--- src/rtl/agc_shift_ctrl_if.sv ---
// Control/sample bus of the AGC shift controller: the sample stream tap and
// control inputs on one side, the shift coefficient and status on the other.
interface agc_shift_ctrl_if;
    logic        en;
    logic        hold;
    logic        din_valid;
    logic [47:0] din;
    logic [15:0] scaled_coeff;
    logic        coeff_valid;
    logic [5:0]  peak_pos;

    modport master (
        output en, hold, din_valid, din,
        input  scaled_coeff, coeff_valid, peak_pos
    );

    modport slave (
        input  en, hold, din_valid, din,
        output scaled_coeff, coeff_valid, peak_pos
    );
endinterface

--- src/rtl/agc_shift_ctrl.sv ---
// agc_shift_ctrl: tracks the peak magnitude of the 48-bit pre-gain stream over
// a window of 2**WIN_LOG2 valid samples and derives the requantiser left-shift.
module agc_shift_ctrl #(
    parameter int WIN_LOG2   = 10,
    parameter int HEADROOM   = 1,
    parameter int HYST       = 1,
    parameter int SHIFT_MAX  = 32,
    parameter int INIT_SHIFT = 16
) (
    input  logic            clk,
    input  logic            rst,
    agc_shift_ctrl_if.slave bus
);
    typedef enum logic [1:0] {IDLE, ACQ, CALC, UPD} state_t;

    localparam logic [46:0] MAG_SAT = '1;
    localparam int          TBASE   = 46 - HEADROOM;

    state_t              r_state, w_state_nxt;
    logic [47:0]         r_din;
    logic                r_din_vld;
    logic [WIN_LOG2-1:0] r_cnt;
    logic [46:0]         r_peak, r_snap, w_mag;
    logic [47:0]         w_neg;
    logic [5:0]          r_tgt, r_coeff, r_peak_pos, w_tgt, w_p;
    logic                r_cv, w_empty, w_sample, w_win_end, w_apply;
    int                  w_traw;

    // Accumulation runs in every non-IDLE state so CALC/UPD never stall samples.
    assign w_sample  = bus.en && (r_state != IDLE) && r_din_vld;
    assign w_win_end = w_sample && (r_cnt == '1);

    // Magnitude of the registered sample; -2**47 is the only value whose
    // negation stays negative, so it saturates to the largest magnitude.
    always_comb begin
        w_neg = 48'd0 - r_din;
        if (!r_din[47])
            w_mag = r_din[46:0];
        else if (w_neg[47])
            w_mag = MAG_SAT;
        else
            w_mag = w_neg[46:0];
    end

    // Priority-encode the window snapshot and clamp the resulting shift target.
    always_comb begin
        w_p     = 6'd0;
        w_empty = 1'b1;
        for (int i = 0; i < 47; i++) begin
            if (r_snap[i]) begin
                w_p     = 6'(i);
                w_empty = 1'b0;
            end
        end
        w_traw = TBASE - int'(w_p);
        if (w_empty || w_traw > SHIFT_MAX)
            w_tgt = 6'(SHIFT_MAX);
        else if (w_traw < 0)
            w_tgt = 6'd0;
        else
            w_tgt = 6'(w_traw);
    end

    // Decreases always go through; increases only beyond the hysteresis band.
    assign w_apply = (r_state == UPD) && !bus.hold &&
                     ((r_tgt < r_coeff) ||
                      ({1'b0, r_tgt} > ({1'b0, r_coeff} + 7'(HYST))));

    // State register.
    always_ff @(posedge clk or negedge rst) begin
        if (!rst) r_state <= IDLE;
        else      r_state <= w_state_nxt;
    end

    // Next-state logic; dropping en aborts from any state.
    always_comb begin
        w_state_nxt = r_state;
        if (!bus.en) begin
            w_state_nxt = IDLE;
        end else begin
            case (r_state)
                IDLE:    w_state_nxt = ACQ;
                ACQ:     if (w_win_end) w_state_nxt = CALC;
                CALC:    w_state_nxt = UPD;
                UPD:     w_state_nxt = ACQ;
                default: w_state_nxt = IDLE;
            endcase
        end
    end

    // Sample capture, window accumulation, target calculation and coefficient update.
    always_ff @(posedge clk or negedge rst) begin
        if (!rst) begin
            r_din      <= '0;
            r_din_vld  <= 1'b0;
            r_cnt      <= '0;
            r_peak     <= '0;
            r_snap     <= '0;
            r_tgt      <= '0;
            r_coeff    <= 6'(INIT_SHIFT);
            r_cv       <= 1'b0;
            r_peak_pos <= 6'h3F;
        end else if (!bus.en) begin
            // Window in flight is discarded; coefficient and peak_pos are kept.
            r_din_vld <= 1'b0;
            r_cnt     <= '0;
            r_peak    <= '0;
            r_snap    <= '0;
            r_cv      <= 1'b0;
        end else begin
            r_cv      <= 1'b0;
            r_din     <= bus.din;
            r_din_vld <= (r_state != IDLE) && bus.din_valid;
            if (w_sample) begin
                r_cnt <= r_cnt + 1'b1;
                if (w_win_end) begin
                    r_snap <= r_peak | w_mag;
                    r_peak <= '0;
                end else begin
                    r_peak <= r_peak | w_mag;
                end
            end
            if (r_state == CALC) begin
                r_tgt      <= w_tgt;
                r_peak_pos <= w_empty ? 6'h3F : w_p;
            end
            if (w_apply) begin
                r_coeff <= r_tgt;
                r_cv    <= 1'b1;
            end
        end
    end

    assign bus.scaled_coeff = {10'd0, r_coeff};
    assign bus.coeff_valid  = r_cv;
    assign bus.peak_pos     = r_peak_pos;
endmodule

--- src/flat_wrapper.sv ---
// flat-port wrapper written by rule: the top's interface ports become plain ports
module agc_shift_ctrl_flat 
#(
    parameter int WIN_LOG2   = 10,
    parameter int HEADROOM   = 1,
    parameter int HYST       = 1,
    parameter int SHIFT_MAX  = 32,
    parameter int INIT_SHIFT = 16
)
  (clk, rst, bus_en, bus_hold, bus_din_valid, bus_din, bus_scaled_coeff, bus_coeff_valid, bus_peak_pos);
  agc_shift_ctrl_if bus_i ();
  input  logic clk;
  input  logic rst;
  input wire logic [$bits(bus_i.en)-1:0] bus_en;
  input wire logic [$bits(bus_i.hold)-1:0] bus_hold;
  input wire logic [$bits(bus_i.din_valid)-1:0] bus_din_valid;
  input wire logic [$bits(bus_i.din)-1:0] bus_din;
  output wire logic [$bits(bus_i.scaled_coeff)-1:0] bus_scaled_coeff;
  output wire logic [$bits(bus_i.coeff_valid)-1:0] bus_coeff_valid;
  output wire logic [$bits(bus_i.peak_pos)-1:0] bus_peak_pos;
  assign bus_i.en = bus_en;
  assign bus_i.hold = bus_hold;
  assign bus_i.din_valid = bus_din_valid;
  assign bus_i.din = bus_din;
  assign bus_scaled_coeff = bus_i.scaled_coeff;
  assign bus_coeff_valid = bus_i.coeff_valid;
  assign bus_peak_pos = bus_i.peak_pos;
  agc_shift_ctrl #(.WIN_LOG2(WIN_LOG2), .HEADROOM(HEADROOM), .HYST(HYST), .SHIFT_MAX(SHIFT_MAX), .INIT_SHIFT(INIT_SHIFT)) u_core (.clk(clk), .rst(rst), .bus(bus_i));
endmodule
--- config.mk ---
export PLATFORM = sky130hd
export DESIGN_NAME = agc_shift_ctrl_flat
export DESIGN_NICKNAME = d
export VERILOG_FILES = /design/src/rtl/agc_shift_ctrl_if.sv /design/src/rtl/agc_shift_ctrl.sv /design/src/flat_wrapper.sv
export SDC_FILE = /design/constraint.sdc
export NUM_CORES = 1
export LEC_CHECK = 0
export BUFFER_PORTS_ARGS = -buffer_cell sky130_fd_sc_hd__buf_4
export CAP_MARGIN = 10
export CORE_MARGIN = 2
export CORE_UTILIZATION = 62
export CTS_CLUSTER_DIAMETER = 30
export DETAILED_ROUTE_END_ITERATION = 16
export HOLD_SLACK_MARGIN = 0.05
export PLACE_DENSITY = 0.89
export SLEW_MARGIN = 40
export SYNTH_ARGS = -nofsm -noshare
export SYNTH_HDL_FRONTEND = slang
export SYNTH_SLANG_ARGS = --single-unit
--- constraint.sdc ---
create_clock -name clk -period 5.89 [get_ports clk]
set_input_delay 0.2945 -clock clk [delete_from_list [all_inputs] [get_ports clk]]
set_output_delay 0.2945 -clock clk [all_outputs]
set_load 0.01 [all_outputs]
Word level (Yosys, flattened, before mapping)
Cells that the tools add are included.
{ "word_totals": {"out_inout_bits": 23, "word_cells": 153, "register_bits": 174, "input_bits": 53} }
{ "op_classes": {"n_addsub": 4, "mux": 112, "order_cmp": 4, "n_reduce_logical": 15, "bitwise_logic": 1, "eq_ne": 7} }
{ "op_table": {"columns": ["op", "count"], "rows": [
  ["two-way mux 47 bit", 8],
  ["two-way mux 6 bit", 18],
  ["two-way mux 5 bit", 16],
  ["two-way mux 1 bit", 51],
  ["subtractor 1 x 48 -> 48 bit (first input constant)", 1],
  ["bitwise OR 47 bit", 1],
  ["greater-than comparator 32 x 7 -> 1 bit (second input constant)", 1],
  ["less-than comparator 32 x 1 -> 1 bit (second input constant)", 1],
  ["two-way mux 4 bit", 8],
  ["two-way mux 10 bit", 2],
  ["two-way mux 3 bit", 4],
  ["adder 10 x 1 -> 10 bit (second input constant)", 1],
  ["equality test 10 bit (second input constant)", 1],
  ["two-way mux 2 bit", 4],
  ["adder 6 x 1 -> 7 bit (second input constant)", 1],
  ["greater-than comparator 6 x 7 -> 1 bit", 1],
  ["subtractor 6 x 6 -> 7 bit (first input constant)", 1],
  ["logical AND 1 bit", 6],
  ["less-than comparator 6 bit", 1],
  ["case mux 2 bit (3 select lines)", 1],
  ["AND reduction 2 bit", 3],
  ["equality test 2 bit (second input constant)", 2],
  ["inequality test 2 x 1 -> 1 bit (second input constant)", 2],
  ["inequality test 3 x 2 -> 1 bit (second input constant)", 1],
  ["other kinds (6)", 7]
]} }

Logic depth before layout (Yosys ltp)
Gate-level depths: netlist (run 1).
{ "depth": {"ltp_word": 50, "ltp_mapped": 11} }

Least setup slack after synthesis (run 1)
No wires, ideal clock.
{ "synth_path": {"path_type": "register -> register", "start": "register u_core.r_snap[18]", "end": "register u_core.r_tgt[1]", "arrival_time_ns": 2.591, "t_required_ns": 5.780, "path_slack_ns": 3.189, "stages_incl_launch_ff": 12, "path_cell_list": "dfrtp_1 nor4_1 nand2_1 a31oi_1 o211ai_1 a21oi_1 inv_1 ha_1 or2_2 o32ai_1 a41oi_1 o41ai_1"} }
{ "synth_via": {"elab_chain_len": 33, "elab_cells_between_ends": 64} }
{ "synth_lines": {"columns": ["item", "line_no", "rtl"], "rows": [
  ["start: declaration", "agc_shift_ctrl.sv:23", "logic [46:0] r_peak, r_snap, w_mag;"],
  ["start signal: assignment", "agc_shift_ctrl.sv:117", "r_snap <= r_peak | w_mag;"],
  ["two-way mux 5 bit (14 in series)", "agc_shift_ctrl.sv:50", "if (r_snap[i]) begin"],
  ["two-way mux 6 bit (15 in series)", "agc_shift_ctrl.sv:50", null],
  ["subtractor 6 x 6 -> 7 bit", "agc_shift_ctrl.sv:55", "w_traw = TBASE - int'(w_p);"],
  ["less-than comparator 32 x 1 -> 1 bit or greater-than comparator 32 x 7 -> 1 bit (tied branches)", "agc_shift_ctrl.sv:58, agc_shift_ctrl.sv:56", null],
  ["two-way mux 6 bit or logical OR 1 bit (tied branches)", "agc_shift_ctrl.sv:58, agc_shift_ctrl.sv:56", null],
  ["two-way mux 6 bit *", "agc_shift_ctrl.sv:56", "if (w_empty || w_traw > SHIFT_MAX)"],
  ["end signal: assignment", "agc_shift_ctrl.sv:124", "r_tgt <= w_tgt;"],
  ["end: declaration", "agc_shift_ctrl.sv:25", "logic [5:0] r_tgt, r_coeff, r_peak_pos, w_tgt, w_p;"]
]} }
Mark *: on every way between the ends. The rest lies on a longest branch, timed or not.
A chain may end at the register's enable or synchronous reset.

Worst setup path in the final report (run 1)
{ "layout_path": {"start": "register u_core.r_snap[19]", "end": "register u_core.r_tgt[2]"} }
{ "layout_via": {"elab_chain_len": 32, "elab_cells_between_ends": 62} }
{ "layout_lines": {"columns": ["item", "line_no"], "rows": [
  ["two-way mux 5 bit (13 in series)", "agc_shift_ctrl.sv:50"],
  ["two-way mux 6 bit (15 in series)", "agc_shift_ctrl.sv:50"],
  ["subtractor 6 x 6 -> 7 bit", "agc_shift_ctrl.sv:55"],
  ["less-than comparator 32 x 1 -> 1 bit or greater-than comparator 32 x 7 -> 1 bit (tied branches)", "agc_shift_ctrl.sv:58, agc_shift_ctrl.sv:56"],
  ["two-way mux 6 bit or logical OR 1 bit (tied branches)", "agc_shift_ctrl.sv:58, agc_shift_ctrl.sv:56"],
  ["two-way mux 6 bit *", "agc_shift_ctrl.sv:56"]
]} }
Marked as above.

==> results of run 1 <==
==> through the flow <==
stage | setup WS (ns) | instances | hold slack, ns | cell area (um2) | total power [mW]
5_1_grt | 2.30 | 1145 | 0.0827 | 10400 | 3.25
3_3_place_gp | 2.83 | 1112 | 0.460 | 9720 | 1.93
4_1_cts | 2.64 | 1144 | 0.0849 | 10300 | 3.11
6_report | 2.58 | 1145 | 0.0899 | 10400 | 3.11
2_1_floorplan | 3.19 | 913 | -0.00109 | 9190 | 1.76
3_5_place_dp | 2.65 | 1112 | 0.393 | 9730 | 1.96
==> timing repair <==
| action | 4_1_cts | 5_1_grt |
|---|---|---|
| buffers inserted | 0 | 0 |
| hold buffers | 1 | 0 |
| hold endpoints to repair | 99 | 0 |
==> registers in the layout (all words and copies together) (netlist names) <==
name	cells
u_core.bus.peak_pos	6
u_core.r_tgt	6
u_core.r_peak	47
u_core.r_cnt	10
u_core.r_coeff	6
u_core.r_state	2
u_core.r_din	48
u_core.r_din_vld	1
u_core.bus.coeff_valid	1
u_core.r_snap	47
==> how the worst max path moves through the flow <==
stage,cells past startpoint,end
after floorplan,11,u_core.r_tgt[1]$_DFFE_PN0P_
after global placement,7,u_core.r_snap[43]$_DFFE_PN0P_
after detailed placement,11,u_core.r_tgt[2]$_DFFE_PN0P_
after CTS,11,u_core.r_tgt[2]$_DFFE_PN0P_
after global routing,11,u_core.r_tgt[2]$_DFFE_PN0P_
final,11,u_core.r_tgt[2]$_DFFE_PN0P_
==> area by class of cell <==
type                            instances  area share
Tap cell                              184      0.0222
Timing Repair Buffer                   75      0.0575
Clock buffer                           22      0.0447
Inverter                               28      0.0101
Sequential cell                       174       0.420
Clock inverter                          9      0.0129
Multi-Input combinational cell        653       0.432
==> synthesized netlist by cell type, drive strengths merged, types with 2 or more instances <==
cell type / instances
buf: 22
ha: 22
nor2: 63
dfstp: 7
nor2b: 10
a21o: 10
o21a: 12
inv: 28
o21ai: 51
nor4: 16
or4: 8
a22o: 14
xor2: 26
o41ai: 10
a31o: 11
nand3: 31
mux2: 50
mux2i: 2
o211a: 3
or3: 9
a21oi: 84
nand4: 11
nor3: 37
nand3b: 10
nand2: 46
and3: 10
clkbuf: 36
o22ai: 2
and2: 9
nand2b: 3
o31ai: 18
a41oi: 3
a31oi: 5
or2: 3
xnor2: 28
o211ai: 5
o31a: 3
dfrtp: 167
==> cells by family after synthesis <==
kind of cell,synth area share
compound gates,0.179
mux,0.0637
xor+xnor,0.0516
simple gates,0.158
fa+ha+maj,0.0301
other cells,0.000409
buf+inv,0.0410
flops,0.476
==> power by group through the flow <==
stage               logic, mW  registers [mW]  clock network, mW
floorplan               0.353            1.41                  0
global placement        0.518            1.41                  0
detailed placement      0.541            1.42                  0
CTS                     0.551            1.40               1.16
global route            0.615            1.42               1.22
finish                  0.553            1.40               1.15
==> worst reg2reg max path: stages, from the launching register on <==
cell,delay (ns)
dfrtp_1,0.43
nor4_1,0.56
nand2_1,0.11
a31oi_1,0.20
o211ai_1,0.15
a21oi_1,0.36
inv_1,0.08
ha_1,0.24
or2_2,0.31
o32ai_1,0.25
a41oi_1,0.19
o41ai_1,0.30
==> metal layers <==
metal	GRT usage	vias to the layer above
met4	0.102	0
met5	0	-
met2	0.432	312
met1	0.404	3611
met3	0.0552	37
li1	-	3362
==> cell usage in the layout (no fill, tap or decap), types with 4 or more instances in the layout <==
cell         n
nand3_1     30
o21a_1      12
nand2_1     45
dfrtp_1    167
o41ai_1      5
ha_1        22
a22o_1      14
a31o_2      10
and2_1       9
o21ai_0     45
a21o_1      10
o41ai_2      5
dfstp_2      7
xor2_1      26
clkbuf_16   17
conb_1      10
a31oi_1      5
o31ai_1     16
nor2b_1      8
buf_4       71
o211ai_1     5
nor3_4       4
or3_1        9
or4_1        8
o21ai_1      6
xnor2_1     28
and3_1      10
a21oi_1     84
inv_1       28
mux2_2      50
nand3b_1    10
nor3_1      29
nor4_1      13
nor2_1      62
nand4_1      9
nor3_2       4
==> impl_metrics.py, run 1 <==
metrics = {
    "status": {
        "status": "finished clean",
    },
    "routing": {
        "drt-total-wl_um": 21100,
        "via_per_inst": 6.39,
        "route.met3.wl_um": 1420,
        "antenna_left": 0,
        "vias": 7322,
        "wl_met2_um": 10200,
        "top_layer": "met4",
        "wire_per_inst_um": 18.4,
        "wl_met1_um": 9000,
        "drc": 0,
        "drt_iter0_markers": 823,
        "dr.pass1.iters": 5,
    },
    "worst_setup_path": {
        "crit_type": "flip-flop to flip-flop",
        "r2r_slack_ns": 2.58,
        "critPathSlowestCell": "nor4_1",
        "worst-path-buf-inv": 1,
        "r2r_cells": 11,
        "crit_path_start_kind": "flip-flop",
        "r2r_end": "u_core.r_tgt[2]$_DFFE_PN0P_",
        "end_kind": "flip-flop",
        "cp_max_fo": 6,
        "critical_path_required_ns": 6.20,
        "r2r_start": "u_core.r_snap[19]$_DFFE_PN0P_",
        "startpoint": "u_core.r_snap[19]$_DFFE_PN0P_",
        "cp_cell_sequence": "nor4_1 > nand2_1 > a31oi_1 > o211ai_1 > a21oi_1 > inv_1 > ha_1 > or2_2 > o32ai_1 > a41oi_1 > o41ai_1",
        "critPathArrivalTime_ns": 3.62,
        "crit_family": "compound AO/OA/AOI/OAI gates",
        "slowest_delay_ns": 0.56,
    },
    "timing": {
        "clock-skew-final_ns": 0.00934,
        "setup_viol": 0,
        "finalSetupTns_ns": 0,
        "maxSlewHeadroom": 0.477,
        "max_freq_mhz": 302,
        "rsz0062_at_grt": "false",
        "period_share": 0.562,
        "finalMaxSlewViolations": 0,
        "worst_pin_slew_ns": 0.778,
        "finalCriticalPeriod_ns": 3.31,
        "hold_viol": 0,
    },
    "yosys": {
        "synth-seq-cells": 174,
        "synth-edff-count": 0,
        "avgSynthCellArea_um2": 10.1,
        "syn_inst": 904,
        "netlist.area_leader.share": 0.456,
        "async_flop_share": 1.00,
        "yosys.area.top_type": "dfrtp_1",
        "synthFlopType": "dfrtp_1",
        "ys_top_cells_by_area": "dfrtp_1 (46%), mux2_2 (6.1%), a21oi_1 (4.6%)",
        "synth_cell_types": 71,
        "yosysWarnings": 0,
        "synth-seq-area-share": 0.476,
        "synth_area_mm2": 0.00916,
    },
    "final_layout": {
        "register_area_mm2": 0.00436,
        "nets": 1024,
        "diodes": 0,
        "area_growth_syn_to_layout_pct": 13.3,
        "fillers": 997,
        "fin_util": 0.717,
        "final_layout_size_suffix_gt1_frac": 0.208,
        "multi_input_area_mm2": 0.00448,
    },
    "clock_tree": {
        "clock_path_buffers": 2,
        "cts_made_buffers": 17,
        "cts_sinks": 174,
        "path_clk_slew_ns": 0.06,
        "htreeDepth": 4,
        "cts_tree": "yes",
        "clockRootBuffer": "clkbuf_16",
        "clk_latency_ns": 0.44,
        "ctsResizeCount": 0,
    },
    "placement": {
        "post-dp-hpwl_um": 14200,
        "gp_congestion": 0.892,
        "numPortBuffers": 65,
    },
    "global_routing": {
        "grt_pass1_wl_um": 35800,
        "grt_overflow": 0,
        "grt.total_usage": 0.282,
        "antenna_found_initial": 0,
        "grt_pass1_vias": 7047,
        "grt_max_degree": 108,
    },
    "power_and_ir_drop": {
        "clockPowerShare": 0.371,
        "vdd_drop_max_uv": 220,
        "p_seq_frac": 0.451,
        "p_sw_frac": 0.280,
        "p_int_mw": 2.24,
        "power.density_mw_per_mm2": 300,
        "switchingPower_mw": 0.871,
        "combPwrFrac": 0.178,
        "power.leakage_nw": 4.75,
    },
    "floorplan": {
        "core_mm2": 0.0145,
        "start_util": 0.632,
        "die_height_um": 126,
        "fp.dieW_um": 126,
        "dieArea_mm2": 0.0158,
        "pin_count": 76,
        "rows": 44,
    },
    "worst_hold_path": {
        "min-delay-start": "bus_din[16]",
        "hold-path-endpoint": "u_core.r_din[16]$_DFFE_PN0P_",
        "hold_class": "input port to flip-flop",
        "min_path_cells": 2,
    },
    "flow_run": {
        "cap_violations": 0,
    },
}
Note: power is estimated with default switching activity, not from simulation.
==> run 2, diff against run 1 <==
--- a/config.mk
+++ b/config.mk
@@ -8,11 +8,11 @@
 export BUFFER_PORTS_ARGS = -buffer_cell sky130_fd_sc_hd__buf_4
 export CAP_MARGIN = 10
 export CORE_MARGIN = 2
-export CORE_UTILIZATION = 62
+export CORE_UTILIZATION = 60
 export CTS_CLUSTER_DIAMETER = 30
 export DETAILED_ROUTE_END_ITERATION = 16
 export HOLD_SLACK_MARGIN = 0.05
-export PLACE_DENSITY = 0.89
+export PLACE_DENSITY = 0.87
 export SLEW_MARGIN = 40
 export SYNTH_ARGS = -nofsm -noshare
 export SYNTH_HDL_FRONTEND = slang
==> constraint.sdc (replaced) <==
create_clock -name clk -period 3.2 [get_ports clk]
set_input_delay 0.16 -clock clk [delete_from_list [all_inputs] [get_ports clk]]
set_output_delay 0.16 -clock clk [all_outputs]
set_load 0.01 [all_outputs]
==> run 2 against run 1 <==
Net effect: register-to-register slack got worse by 2.3 ns; wire length rose by 16%; clock power rose by 86%; setup slack got worse by 2.3 ns; power rose by 88%; critical path depth rose by 1; final cell count rose by 5.5%; combinational power rose by 100%; critical path type unchanged; critical endpoint is now u_core.r_tgt[1]$_DFFE_PN0P_; largest cell class unchanged.
==> impl_metrics.py, run 2 (same netlist as run 1, synthesis figures left out) <==
metrics = {
    "routing": {
        "drc": 0,
        "antenna_left": 0,
        "wl_met2_um": 12200,
        "wire_per_inst_um": 20.2,
        "top_layer": "met4",
        "via_per_inst": 6.39,
        "route.met3.wl_um": 1490,
        "wl_met1_um": 9950,
        "vias": 7716,
        "drt-total-wl_um": 24400,
        "drt_iter0_markers": 803,
        "dr.pass1.iters": 8,
    },
    "timing": {
        "finalMaxSlewViolations": 0,
        "fin_ws_ns": 0.235,
        "period_share": 0.927,
        "hold_viol": 0,
        "finalCriticalPeriod_ns": 2.96,
        "worst_pin_slew_ns": 0.757,
        "setup_viol": 0,
        "finalSetupTns_ns": 0,
        "whs_ns": 0.223,
        "clock-skew-final_ns": 0.0101,
        "maxSlewHeadroom": 0.491,
        "max_freq_mhz": 337,
    },
    "global_routing": {
        "antenna_found_initial": 0,
        "grt_pass1_wl_um": 39500,
        "grt.total_usage": 0.309,
        "grt_max_degree": 82,
        "grt_pass1_vias": 7686,
        "grt_overflow": 0,
    },
    "final_layout": {
        "area_growth_syn_to_layout_pct": 19.7,
        "reg.largest.list": "u_core.r_din: 48 flops, u_core.r_peak: 47 flops, u_core.r_snap: 47 flops",
        "diodes": 0,
        "final_layout_size_suffix_gt1_frac": 0.208,
        "fillers": 925,
        "fin_cells": 1208,
        "multi_input_area_mm2": 0.00449,
        "final_common_cell": "dfrtp_1",
        "finish.instance_area_mm2": 0.0110,
        "layout_common_cells": "dfrtp_1 (167), a21oi_1 (83), buf_4 (79), nor2_1 (62)",
        "nets": 1082,
        "register_area_mm2": 0.00436,
        "regMostFlops": "u_core.r_din",
        "fin_util": 0.729,
        "largest_register_ffs": 48,
    },
    "floorplan": {
        "pin_count": 76,
        "rows": 45,
        "dieArea_mm2": 0.0163,
        "die_height_um": 128,
        "core_mm2": 0.0150,
        "fp.dieW_um": 128,
        "start_util": 0.609,
    },
    "clock_tree": {
        "cts_made_buffers": 17,
        "clock_path_buffers": 2,
        "htreeDepth": 4,
        "cts_tree": "yes",
        "cts_sinks": 174,
        "clk_latency_ns": 0.44,
        "path_clk_slew_ns": 0.07,
        "clockRootBuffer": "clkbuf_16",
    },
    "worst_setup_path": {
        "end_kind": "flip-flop",
        "crit_path_start_kind": "flip-flop",
        "r2r_cells": 12,
        "critical_path_required_ns": 3.53,
        "crit_type": "flip-flop to flip-flop",
        "critPathArrivalTime_ns": 3.29,
        "cp_max_fo": 5,
    },
    "placement": {
        "numPortBuffers": 65,
        "post-dp-hpwl_um": 14600,
        "gp_congestion": 0.865,
        "placed_area_mm2": 0.00984,
        "dp_slack_ns": 0.201,
        "placedCellCount": 1126,
    },
    "power_and_ir_drop": {
        "vdd_drop_max_uv": 381,
        "power.leakage_nw": 5.00,
        "finalPower_mw": 5.85,
        "power.density_mw_per_mm2": 534,
    },
    "flow_run": {
        "cap_violations": 0,
    },
    "worst_hold_path": {
        "min_path_cells": 2,
        "hold_class": "input port to flip-flop",
    },
    "status": {
        "status": "finished clean",
    },
}
-- run 2: power by group --
part | switching [mW] | internal (mW)
clock | 0.870 | 1.27
sequential | 0.205 | 2.40
combinational | 0.608 | 0.499
-- run 2: worst paths after layout --
path                                               start                                  to  slack (ns)
max                        u_core.r_snap[18]$_DFFE_PN0P_         u_core.r_tgt[1]$_DFFE_PN0P_        0.24
min                                               bus_en       u_core.r_state[0]$_DFFE_PN0P_        0.22
max reg2reg                u_core.r_snap[18]$_DFFE_PN0P_         u_core.r_tgt[1]$_DFFE_PN0P_        0.24
min reg2reg                 u_core.r_peak[0]$_DFFE_PN0N_        u_core.r_peak[0]$_DFFE_PN0N_        0.48
max in group asynchronous                            rst  u_core.bus.peak_pos[5]$_DFFE_PN1P_        2.02
min in group asynchronous                            rst       u_core.r_coeff[5]$_DFFE_PN0P_        0.29
-- run 2: repair_timing --
item,in CTS,in global routing
endpoints found under the setup margin,0,9
hold buffers,50,0
endpoints found under the hold margin,127,0
gates resized for setup,0,4
buffers inserted,0,0
-- run 2: worst max-delay path, cell delays in order (launching register included) --
cell	delay, ns
dfrtp_1	0.43
nor4_2	0.29
buf_4	0.16
nand2_1	0.05
a31oi_1	0.18
o211ai_1	0.17
a21oi_2	0.28
inv_1	0.07
ha_1	0.22
or2_2	0.30
o32ai_1	0.23
a41oi_1	0.21
o41ai_2	0.26
-- run 2: cell type report --
cell class | instances | share of cell area
clock buffers | 22 | 0.0423
clock inverters | 10 | 0.0126
inverters | 28 | 0.00958
multi-input cells | 653 | 0.410
repair buffers | 133 | 0.106
well taps | 188 | 0.0215
flip-flops and latches | 174 | 0.398
-- run 2: routing by layer --
layer	up-vias	global-route usage
met5	-	0
met4	0	0.122
met3	79	0.0578
met2	394	0.517
met1	3765	0.403
li1	3478	-
